--- src/rtl/sink_apb_arbiter_pkg.sv ---
// Shared types for the sink-side APB request arbiter.
package sink_arb_pkg;

    localparam int unsigned MAX_N_REQ = 8;

    typedef enum logic [1:0] {
        IDLE  = 2'd0,
        ISSUE = 2'd1,
        WAIT  = 2'd2,
        RESP  = 2'd3
    } arb_state_t;

endpackage

--- src/rtl/sink_apb_arbiter_if.sv ---
// Requester and apb_master signals seen by the sink arbiter.
// The master modport is the arbiter's view; slave is the surrounding logic.
interface sink_apb_arbiter_if #(
    parameter int unsigned N_REQ      = 2,
    parameter int unsigned ADDR_WIDTH = 32,
    parameter int unsigned DATA_WIDTH = 32
);
    logic [N_REQ-1:0]            i_req_valid;
    logic [N_REQ-1:0]            i_req_rd0_wr1;
    logic [N_REQ*ADDR_WIDTH-1:0] i_req_addr;
    logic [N_REQ*DATA_WIDTH-1:0] i_req_wr_data;
    logic [N_REQ-1:0]            o_req_ready;
    logic [N_REQ-1:0]            o_rsp_valid;
    logic [DATA_WIDTH-1:0]       o_rsp_data;
    logic                        o_rsp_wr;
    logic                        o_valid;
    logic                        o_rd0_wr1;
    logic [ADDR_WIDTH-1:0]       o_addr;
    logic [DATA_WIDTH-1:0]       o_wr_data;
    logic                        i_ready;
    logic                        i_rd_valid;
    logic [DATA_WIDTH-1:0]       i_rd_data;
    logic                        i_sleep_req;
    logic                        o_sleep_ack;

    modport master (
        input  i_req_valid, i_req_rd0_wr1, i_req_addr, i_req_wr_data,
        input  i_ready, i_rd_valid, i_rd_data, i_sleep_req,
        output o_req_ready, o_rsp_valid, o_rsp_data, o_rsp_wr,
        output o_valid, o_rd0_wr1, o_addr, o_wr_data, o_sleep_ack
    );

    modport slave (
        output i_req_valid, i_req_rd0_wr1, i_req_addr, i_req_wr_data,
        output i_ready, i_rd_valid, i_rd_data, i_sleep_req,
        input  o_req_ready, o_rsp_valid, o_rsp_data, o_rsp_wr,
        input  o_valid, o_rd0_wr1, o_addr, o_wr_data, o_sleep_ack
    );

endinterface

--- src/rtl/sink_apb_arbiter_rr_pick.sv ---
// Combinational round-robin selector: first active request after last_grant, wrapping.
module rr_pick
    import sink_arb_pkg::*;
#(
    parameter int unsigned N_REQ = 2,
    parameter int unsigned IDX_W = $clog2(N_REQ)
) (
    input  logic [N_REQ-1:0] req,
    input  logic [IDX_W-1:0] last_grant,
    output logic [N_REQ-1:0] gnt,
    output logic [IDX_W-1:0] idx,
    output logic             found
);

    logic [IDX_W-1:0] cand;

    always_comb begin
        gnt   = '0;
        idx   = '0;
        found = 1'b0;
        cand  = '0;
        for (int unsigned i = 1; i <= N_REQ; i++) begin
            cand = IDX_W'((32'(last_grant) + i) % N_REQ);
            if (!found && req[cand]) begin
                found     = 1'b1;
                idx       = cand;
                gnt[cand] = 1'b1;
            end
        end
    end

endmodule

--- src/rtl/sink_apb_arbiter.sv ---
// Round-robin arbiter sharing the sink apb_master among N_REQ requesters.
// Optional sleep handshake enabled by defining SINK_ARB_SLEEP_EN.
module sink_apb_arbiter
    import sink_arb_pkg::*;
#(
    parameter int unsigned N_REQ      = 2,
    parameter int unsigned ADDR_WIDTH = 32,
    parameter int unsigned DATA_WIDTH = 32
) (
    input  logic                  i_clk_sink,
    input  logic                  i_rstn_sink,
    sink_apb_arbiter_if.master    bus
);

    localparam int unsigned IDX_W = $clog2(N_REQ);

    if (N_REQ < 2 || N_REQ > MAX_N_REQ) begin : g_bad_n_req
        $error("sink_apb_arbiter: N_REQ out of range");
    end

    arb_state_t            state;
    logic [IDX_W-1:0]      last_grant;
    logic [IDX_W-1:0]      gnt_q;
    logic                  valid_q;
    logic                  rw_q;
    logic [ADDR_WIDTH-1:0] addr_q;
    logic [DATA_WIDTH-1:0] wdata_q;
    logic [N_REQ-1:0]      rsp_valid_q;
    logic [DATA_WIDTH-1:0] rsp_data_q;
    logic                  rsp_wr_q;

    logic [N_REQ-1:0]      pick_onehot;
    logic [IDX_W-1:0]      pick_idx;
    logic                  pick_found;
    logic                  sleep_block;
    logic                  grant_en;

    rr_pick #(
        .N_REQ (N_REQ),
        .IDX_W (IDX_W)
    ) u_rr_pick (
        .req        (bus.i_req_valid),
        .last_grant (last_grant),
        .gnt        (pick_onehot),
        .idx        (pick_idx),
        .found      (pick_found)
    );

    // Accept strobe is combinational so the requester sees it in the grant cycle.
    always_comb begin
        grant_en        = (state == IDLE) && pick_found && !sleep_block;
        bus.o_req_ready = grant_en ? pick_onehot : '0;
    end

    always_ff @(posedge i_clk_sink or negedge i_rstn_sink) begin
        if (!i_rstn_sink) begin
            state       <= IDLE;
            last_grant  <= IDX_W'(N_REQ - 1);
            gnt_q       <= '0;
            valid_q     <= 1'b0;
            rw_q        <= 1'b0;
            addr_q      <= '0;
            wdata_q     <= '0;
            rsp_valid_q <= '0;
            rsp_data_q  <= '0;
            rsp_wr_q    <= 1'b0;
        end else begin
            case (state)
                IDLE: begin
                    if (grant_en) begin
                        state      <= ISSUE;
                        gnt_q      <= pick_idx;
                        last_grant <= pick_idx;
                        valid_q    <= 1'b1;
                        rw_q       <= bus.i_req_rd0_wr1[pick_idx];
                        addr_q     <= bus.i_req_addr[32'(pick_idx) * ADDR_WIDTH +: ADDR_WIDTH];
                        wdata_q    <= bus.i_req_wr_data[32'(pick_idx) * DATA_WIDTH +: DATA_WIDTH];
                    end
                end
                ISSUE: begin
                    if (bus.i_ready) begin
                        valid_q <= 1'b0;
                        state   <= WAIT;
                    end
                end
                WAIT: begin
                    // Writes finish when the master is ready again; reads on read-data return.
                    if (rw_q ? bus.i_ready : bus.i_rd_valid) begin
                        state       <= RESP;
                        rsp_valid_q <= N_REQ'(1) << gnt_q;
                        rsp_data_q  <= rw_q ? '0 : bus.i_rd_data;
                        rsp_wr_q    <= rw_q;
                    end
                end
                RESP: begin
                    state       <= IDLE;
                    rsp_valid_q <= '0;
                    rsp_data_q  <= '0;
                    rsp_wr_q    <= 1'b0;
                end
                default: state <= IDLE;
            endcase
        end
    end

    assign bus.o_valid     = valid_q;
    assign bus.o_rd0_wr1   = rw_q;
    assign bus.o_addr      = addr_q;
    assign bus.o_wr_data   = wdata_q;
    assign bus.o_rsp_valid = rsp_valid_q;
    assign bus.o_rsp_data  = rsp_data_q;
    assign bus.o_rsp_wr    = rsp_wr_q;

`ifdef SINK_ARB_SLEEP_EN
    logic sleep_ack_q;

    assign sleep_block = bus.i_sleep_req;

    always_ff @(posedge i_clk_sink or negedge i_rstn_sink) begin
        if (!i_rstn_sink) begin
            sleep_ack_q <= 1'b0;
        end else begin
            sleep_ack_q <= (state == IDLE) && bus.i_sleep_req;
        end
    end

    assign bus.o_sleep_ack = sleep_ack_q;
`else
    logic unused_sleep_req;

    assign unused_sleep_req = bus.i_sleep_req;
    assign sleep_block      = 1'b0;
    assign bus.o_sleep_ack  = 1'b0;
`endif

endmodule

--- src/flat_wrapper.sv ---
// flat-port wrapper written by rule: the top's interface ports become plain ports
module sink_apb_arbiter_flat import sink_arb_pkg::*;
#(
    parameter int unsigned N_REQ      = 2,
    parameter int unsigned ADDR_WIDTH = 32,
    parameter int unsigned DATA_WIDTH = 32
)
  (i_clk_sink, i_rstn_sink, bus_i_req_valid, bus_i_req_rd0_wr1, bus_i_req_addr, bus_i_req_wr_data, bus_i_ready, bus_i_rd_valid, bus_i_rd_data, bus_i_sleep_req, bus_o_req_ready, bus_o_rsp_valid, bus_o_rsp_data, bus_o_rsp_wr, bus_o_valid, bus_o_rd0_wr1, bus_o_addr, bus_o_wr_data, bus_o_sleep_ack);
  sink_apb_arbiter_if #(.N_REQ(N_REQ), .ADDR_WIDTH(ADDR_WIDTH), .DATA_WIDTH(DATA_WIDTH)) bus_i ();
  input  logic i_clk_sink;
  input  logic i_rstn_sink;
  input wire logic [$bits(bus_i.i_req_valid)-1:0] bus_i_req_valid;
  input wire logic [$bits(bus_i.i_req_rd0_wr1)-1:0] bus_i_req_rd0_wr1;
  input wire logic [$bits(bus_i.i_req_addr)-1:0] bus_i_req_addr;
  input wire logic [$bits(bus_i.i_req_wr_data)-1:0] bus_i_req_wr_data;
  input wire logic [$bits(bus_i.i_ready)-1:0] bus_i_ready;
  input wire logic [$bits(bus_i.i_rd_valid)-1:0] bus_i_rd_valid;
  input wire logic [$bits(bus_i.i_rd_data)-1:0] bus_i_rd_data;
  input wire logic [$bits(bus_i.i_sleep_req)-1:0] bus_i_sleep_req;
  output wire logic [$bits(bus_i.o_req_ready)-1:0] bus_o_req_ready;
  output wire logic [$bits(bus_i.o_rsp_valid)-1:0] bus_o_rsp_valid;
  output wire logic [$bits(bus_i.o_rsp_data)-1:0] bus_o_rsp_data;
  output wire logic [$bits(bus_i.o_rsp_wr)-1:0] bus_o_rsp_wr;
  output wire logic [$bits(bus_i.o_valid)-1:0] bus_o_valid;
  output wire logic [$bits(bus_i.o_rd0_wr1)-1:0] bus_o_rd0_wr1;
  output wire logic [$bits(bus_i.o_addr)-1:0] bus_o_addr;
  output wire logic [$bits(bus_i.o_wr_data)-1:0] bus_o_wr_data;
  output wire logic [$bits(bus_i.o_sleep_ack)-1:0] bus_o_sleep_ack;
  assign bus_i.i_req_valid = bus_i_req_valid;
  assign bus_i.i_req_rd0_wr1 = bus_i_req_rd0_wr1;
  assign bus_i.i_req_addr = bus_i_req_addr;
  assign bus_i.i_req_wr_data = bus_i_req_wr_data;
  assign bus_i.i_ready = bus_i_ready;
  assign bus_i.i_rd_valid = bus_i_rd_valid;
  assign bus_i.i_rd_data = bus_i_rd_data;
  assign bus_i.i_sleep_req = bus_i_sleep_req;
  assign bus_o_req_ready = bus_i.o_req_ready;
  assign bus_o_rsp_valid = bus_i.o_rsp_valid;
  assign bus_o_rsp_data = bus_i.o_rsp_data;
  assign bus_o_rsp_wr = bus_i.o_rsp_wr;
  assign bus_o_valid = bus_i.o_valid;
  assign bus_o_rd0_wr1 = bus_i.o_rd0_wr1;
  assign bus_o_addr = bus_i.o_addr;
  assign bus_o_wr_data = bus_i.o_wr_data;
  assign bus_o_sleep_ack = bus_i.o_sleep_ack;
  sink_apb_arbiter #(.N_REQ(N_REQ), .ADDR_WIDTH(ADDR_WIDTH), .DATA_WIDTH(DATA_WIDTH)) u_core (.i_clk_sink(i_clk_sink), .i_rstn_sink(i_rstn_sink), .bus(bus_i));
endmodule
--- config.mk ---
export PLATFORM = sky130hd
export DESIGN_NAME = sink_apb_arbiter_flat
export DESIGN_NICKNAME = d
export VERILOG_FILES = /design/src/rtl/sink_apb_arbiter_pkg.sv /design/src/rtl/sink_apb_arbiter_if.sv /design/src/rtl/sink_apb_arbiter_rr_pick.sv /design/src/rtl/sink_apb_arbiter.sv /design/src/flat_wrapper.sv
export SDC_FILE = /design/constraint.sdc
export NUM_CORES = 1
export LEC_CHECK = 0
export ABC_AREA = 1
export BUFFER_PORTS_ARGS = -buffer_cell sky130_fd_sc_hd__buf_2
export CORE_MARGIN = 2
export CORE_UTILIZATION = 49
export DETAILED_ROUTE_END_ITERATION = 7
export PLACE_DENSITY_LB_ADDON = 0.3
export SYNTH_ARGS = -nofsm -noshare
export SYNTH_HDL_FRONTEND = slang
export SYNTH_SLANG_ARGS = --single-unit
--- constraint.sdc ---
create_clock -name i_clk_sink -period 4 [get_ports i_clk_sink]
set_input_delay 0.6 -clock i_clk_sink [delete_from_list [all_inputs] [get_ports i_clk_sink]]
set_output_delay 0.6 -clock i_clk_sink [all_outputs]
set_load 0.1 [all_outputs]
---- Word level (Yosys, flattened, before mapping) ----
Index checks and enable logic that the tools add are counted.
storage, ports and cells
  word-level logic and storage cells ...... 71
  bits in registers ....................... 105
  input port bits ......................... 169
  output and inout bits ................... 104
operators by class
  equality and inequality tests ........... 6
  reduce and logical (&&, ||, !) cells .... 12
  shift-type cells ........................ 3
  bitwise gates (word level) .............. 1
  mux-type cells .......................... 32
  add/subtract/negate cells ............... 2
  order comparisons ....................... 5
operators with widths
  operator                                                     number
  variable part select 64 x 7 -> 32 bit                        2
  2-to-1 mux 32 bit                                            2
  case mux 32 bit (2 select lines)                             1
  2-to-1 mux 1 bit                                             16
  2-to-1 mux 2 bit                                             7
  case mux 2 bit (4 select lines)                              1
  less-than comparator 1 x 2 -> 1 bit (second input constant)  3
  AND reduction 3 bit                                          2
  equality test 2 bit (second input constant)                  2
  logical AND 1 bit                                            4
  inequality test 2 x 1 -> 1 bit (second input constant)       2
  case mux 1 bit (2 select lines)                              2
  case mux 2 bit (2 select lines)                              1
  AND reduction 2 bit                                          2
  nonzero test 2 bit                                           2
  adder 1 bit (second input constant)                          2
  demux 1 bit (select 1 bit)                                   2
  equality test 2 x 1 -> 1 bit (second input constant)         1
  >= comparator 1 bit (second input constant)                  2
  zero test 2 bit                                              1
  inequality test 2 bit (second input constant)                1
  bitwise OR 2 bit                                             1
  << shifter 1 x 1 -> 2 bit (first input constant)             1
  zero test 1 bit                                              1

---- Longest topological paths before layout ----
  depth after elaboration ................. 10
  depth in mapped cells ................... 10
  depth with buffers taken out ............ 8

---- Hierarchy ----
A second synthesis with hierarchy kept.
unflattened totals
  cell total of the unflattened synthesis .. 633
  area total of the unflattened synthesis .. 4972.3 um^2
by module, submodules not included
  module            times used  area an instance (um^2)  sequential area each (um^2)  cells each
  sink_apb_arbiter  1           4942.2                   2628.8                       626
  rr_pick           1           30.0                     0.0                          7

---- Least setup slack after synthesis ----
OpenSTA, ideal clock, no wires.
  kind .................................... register to output
  start point ............................. register u_core.state[0]
  end point ............................... output bus_o_req_ready[0]
  data required time ...................... 3400 ps
  setup slack ............................. 595 ps
  stages on the path, launching flop included .. 5
  path buffers ............................ 0
  data arrival time ....................... 2805 ps
  path through ............................ dfrtp_1 > inv_1 > ha_1 > inv_1 > nor3_1
on the way
  word-level cells in the longest chain between the ends .. 3
RTL lines
  what                      line                    source
  start: declaration        sink_apb_arbiter.sv:21  arb_state_t state;
  start signal: assignment  sink_apb_arbiter.sv:57  state <= IDLE;
  start signal: assignment  sink_apb_arbiter.sv:71  state <= ISSUE;
  start signal: assignment  sink_apb_arbiter.sv:83  state <= WAIT;
  zero test 2 bit           sink_apb_arbiter.sv:51  grant_en = (state == IDLE) && pick_found && !sleep_block;
  logical AND 1 bit         sink_apb_arbiter.sv:51
  2-to-1 mux 2 bit          sink_apb_arbiter.sv:52  bus.o_req_ready = grant_en ? pick_onehot : '0;
  end: declaration          flat_wrapper.sv:20      output wire logic [$bits(bus_i.o_req_ready)-1:0] bus_o_req_ready;
No other way between the ends.

---- Final worst setup path ----
Same ends and word-level chain as after synthesis.

==> qor.csv <==
stage,metric,value,unit
detailed_routing,TritonRoute pass-1 iters,5,
placement,placed inst area,0.00646,sq mm
layout,final design instance area without fill,0.00666,sq mm
status,status,"complete, no violations",
setup_path,reg2reg start,u_core.last_grant,
min_path,HP Class,input port to asynchronous set/reset pin,
synth,Seq cells post-synth,105,
layout,"most common cell after layout, fill and taps aside",nand2_1,
cts,CTS Buffer Depth,2,
layout,Non-Filler Instances,1081,
timing,final setup TNS,0,ps
setup_path,Reg2Reg Setup Slack,1630,ps
grt,Overflow after GRT,0,
cts,# clock sinks,105,
setup_path,crit-path max cell delay,470,ps
synth,adder-cell area share of the yosys netlist,0.985,%
synth,post-synthesis mux area share,0,%
detailed_routing,met3 WL,1170,um
setup_path,"Cell Chain, Critical Path",inv_1 -> ha_1 -> inv_1 -> nor3_1 -> buf_2,
synth,Synth Instances,697,
timing,Final Slew Violations,0,
timing,Max Fclk,400,MHz
setup_path,worst path required time,3400,ps
synth,Syn Nets,870,
floorplan,Die Area,0.0112,sq mm
floorplan,Die X,106,um
synth,xor/xnor share of the synthesized area,0,%
grt,initial antenna violation count,0,
synth,post-synth cell types,19,
detailed_routing,post-DR vias/cell,4.80,
placement,PortBufs,270,
synth,"Cell Area, Synth",0.00508,sq mm
timing,min Tclk post-route,2500,ps
setup_path,most frequent CP cell,inv_1,
grt,total track usage,25.0,%
layout,most frequent cells in the layout,"nand2_1, buf_2, dfrtp_1",
setup_path,CP max FO,5,
setup_path,critical path's slowest cell,buf_2,
detailed_routing,top layer in use,met4,
job,max-cap viol count,0,
detailed_routing,"antenna viol nets, final",0,
synth,yosys warns,0,
detailed_routing,DR DRC count,0,
detailed_routing,DR vias,5193,
floorplan,# IOs,273,
detailed_routing,WL met1,5800,um
setup_path,crit path kind,flop to output port,
timing,Tcrit/Tclk final,62.4,%
detailed_routing,initial DRC count,353,
floorplan,FP Rows,37,
layout,share of layout cells above drive strength 1,32.2,%
layout,Fillers,950,
grt,global-route wire length before repair,22700,um
placement,hpwl dp,9930,um
cts,post_cts resized,0,
cts,root buf cell,clkbuf_8,
detailed_routing,Routed WL per cell,12.7,um
timing,Slew @ Worst Pin,1100,ps
timing,slew margin rel.,26.9,%
placement,pre-CTS setup slack,1430,ps
floorplan,Die Ht,106,um
synth,sequential share of the synthesized area,51.7,%
setup_path,WP buf/inv,3,
synth,Compound-Gate Fraction of Synth Area,3.91,%
floorplan,placeable core area,0.0102,sq mm
cts,postcts setup bufs,0,
cts,clock latency on the worst-skew pair,360,ps
timing,final hold vios,0,
cts,# hold bufs at CTS,0,
detailed_routing,WL final,13700,um
setup_path,Worst R2R End,u_core.bus.o_addr[9],
setup_path,crit-path leading delay family,buffers and inverters,
detailed_routing,WL met2,6450,um
setup_path,type of destination of the critical path,output port,
grt,largest net degree at the start of global routing,71,
timing,Clock Skew,16.8,ps
layout,diode count,0,
timing,RSZ-0062 raised after global routing,false,
cts,Num CTS Buffers,9,
timing,final setup fails,0,
grt,number of global-route vias before repair,4825,
cts,CTS clock-pin slew for the worst setup and hold paths,110,ps
cts,CTS tree,yes,
setup_path,Worst EP arrival,1900,ps
setup_path,cells on worst reg2reg path,8,
synth,largest family of logic cells by synthesized area,simple AND/OR/NAND/NOR gates,
synth,Post-Syn Area per Cell,7.29,sq um
layout,nets,1113,
timing,Final Worst Setup Slack,1500,ps
setup_path,Startpoint Class,flop,
synth,post-synthesis simple-gate area fraction,37.9,%
layout,Area Growth Syn to Fin,31.0,%
cts,H-Tree Depth,3,
placement,RD Place Congestion,0.805,
placement,Cells after DPL,1065,
floorplan,initial core utilization,49.9,%
## area by class of cell
cell class,instances,area [sq um],share of cell area (%)
sequential,105,2630,39.5
clock buffer,9,124,1.86
tap,136,170,2.56
clock inverter,7,68.8,1.03
multi-input combinational,531,2190,33.0
inverter,15,56.3,0.846
timing repair buffer,278,1410,21.2
## metal layers
layer / vias up / GRT usage (%)
li1: 2647 / -
met1: 2315 / 32.6
met2: 212 / 41.5
met3: 19 / 6.25
met4: 0 / 7.42
met5: - / 0
## state kept, by name, indices dropped and copies added, names as in the netlist
signal and count:
u_core.last_grant 1, u_core.bus.o_rsp_data 32, u_core.bus.o_rsp_valid 2, u_core.gnt_q 1
u_core.bus.o_rd0_wr1 1, u_core.bus.o_rsp_wr 1, u_core.bus.o_wr_data 32, u_core.bus.o_valid 1
u_core.state 2, u_core.bus.o_addr 32
## kinds of logic (layout without fill, tap and decap cells)
family                     count (synthesis)  after routing
and+or+nand+nor                          487            487
DFF                                      105            105
buffers and inverters                     61            309
AOI/OAI and AO/OA                         39             39
adders and majority gates                  4              4
other                                      1              1
## cells in the mapped netlist, drive strengths merged
cell,count,area (sq um)
buf,35,176
clkbuf,11,41.3
conb,1,3.75
dfrtp,104,2600
dfstp,1,26.3
ha,4,50.1
inv,15,56.3
nand2,409,1540
nand3,70,350
nand4,2,12.5
nor2,4,15.0
nor3,1,5.00
o21ai,39,199
or2,1,6.26
## through the flow
step | utilization [%] | hold slack, ps
after floorplan | - | 304
after global placement | 63.5 | 457
after detailed placement | 63.5 | 459
after CTS | 65.4 | 277
after global routing | 65.4 | 304
final | 65.4 | 267
## how the worst max path moves through the flow
stage,startpoint,to,slack [ps],cells after the start
4_1_cts,u_core.state[0],bus_o_req_ready[0],1480,5
5_1_grt,u_core.state[0],bus_o_req_ready[0],1340,5
2_1_floorplan,u_core.state[0],bus_o_req_ready[0],590,4
3_3_place_gp,bus_i_req_valid[0],u_core.bus.o_addr[9],1450,9
6_report,u_core.state[0],bus_o_req_ready[0],1500,5
3_5_place_dp,bus_i_req_valid[0],u_core.bus.o_addr[9],1430,9
Power is left out: the tool's default activity adds up to more than one toggle a clock period on the data nets, which glitch-free logic cannot reach.
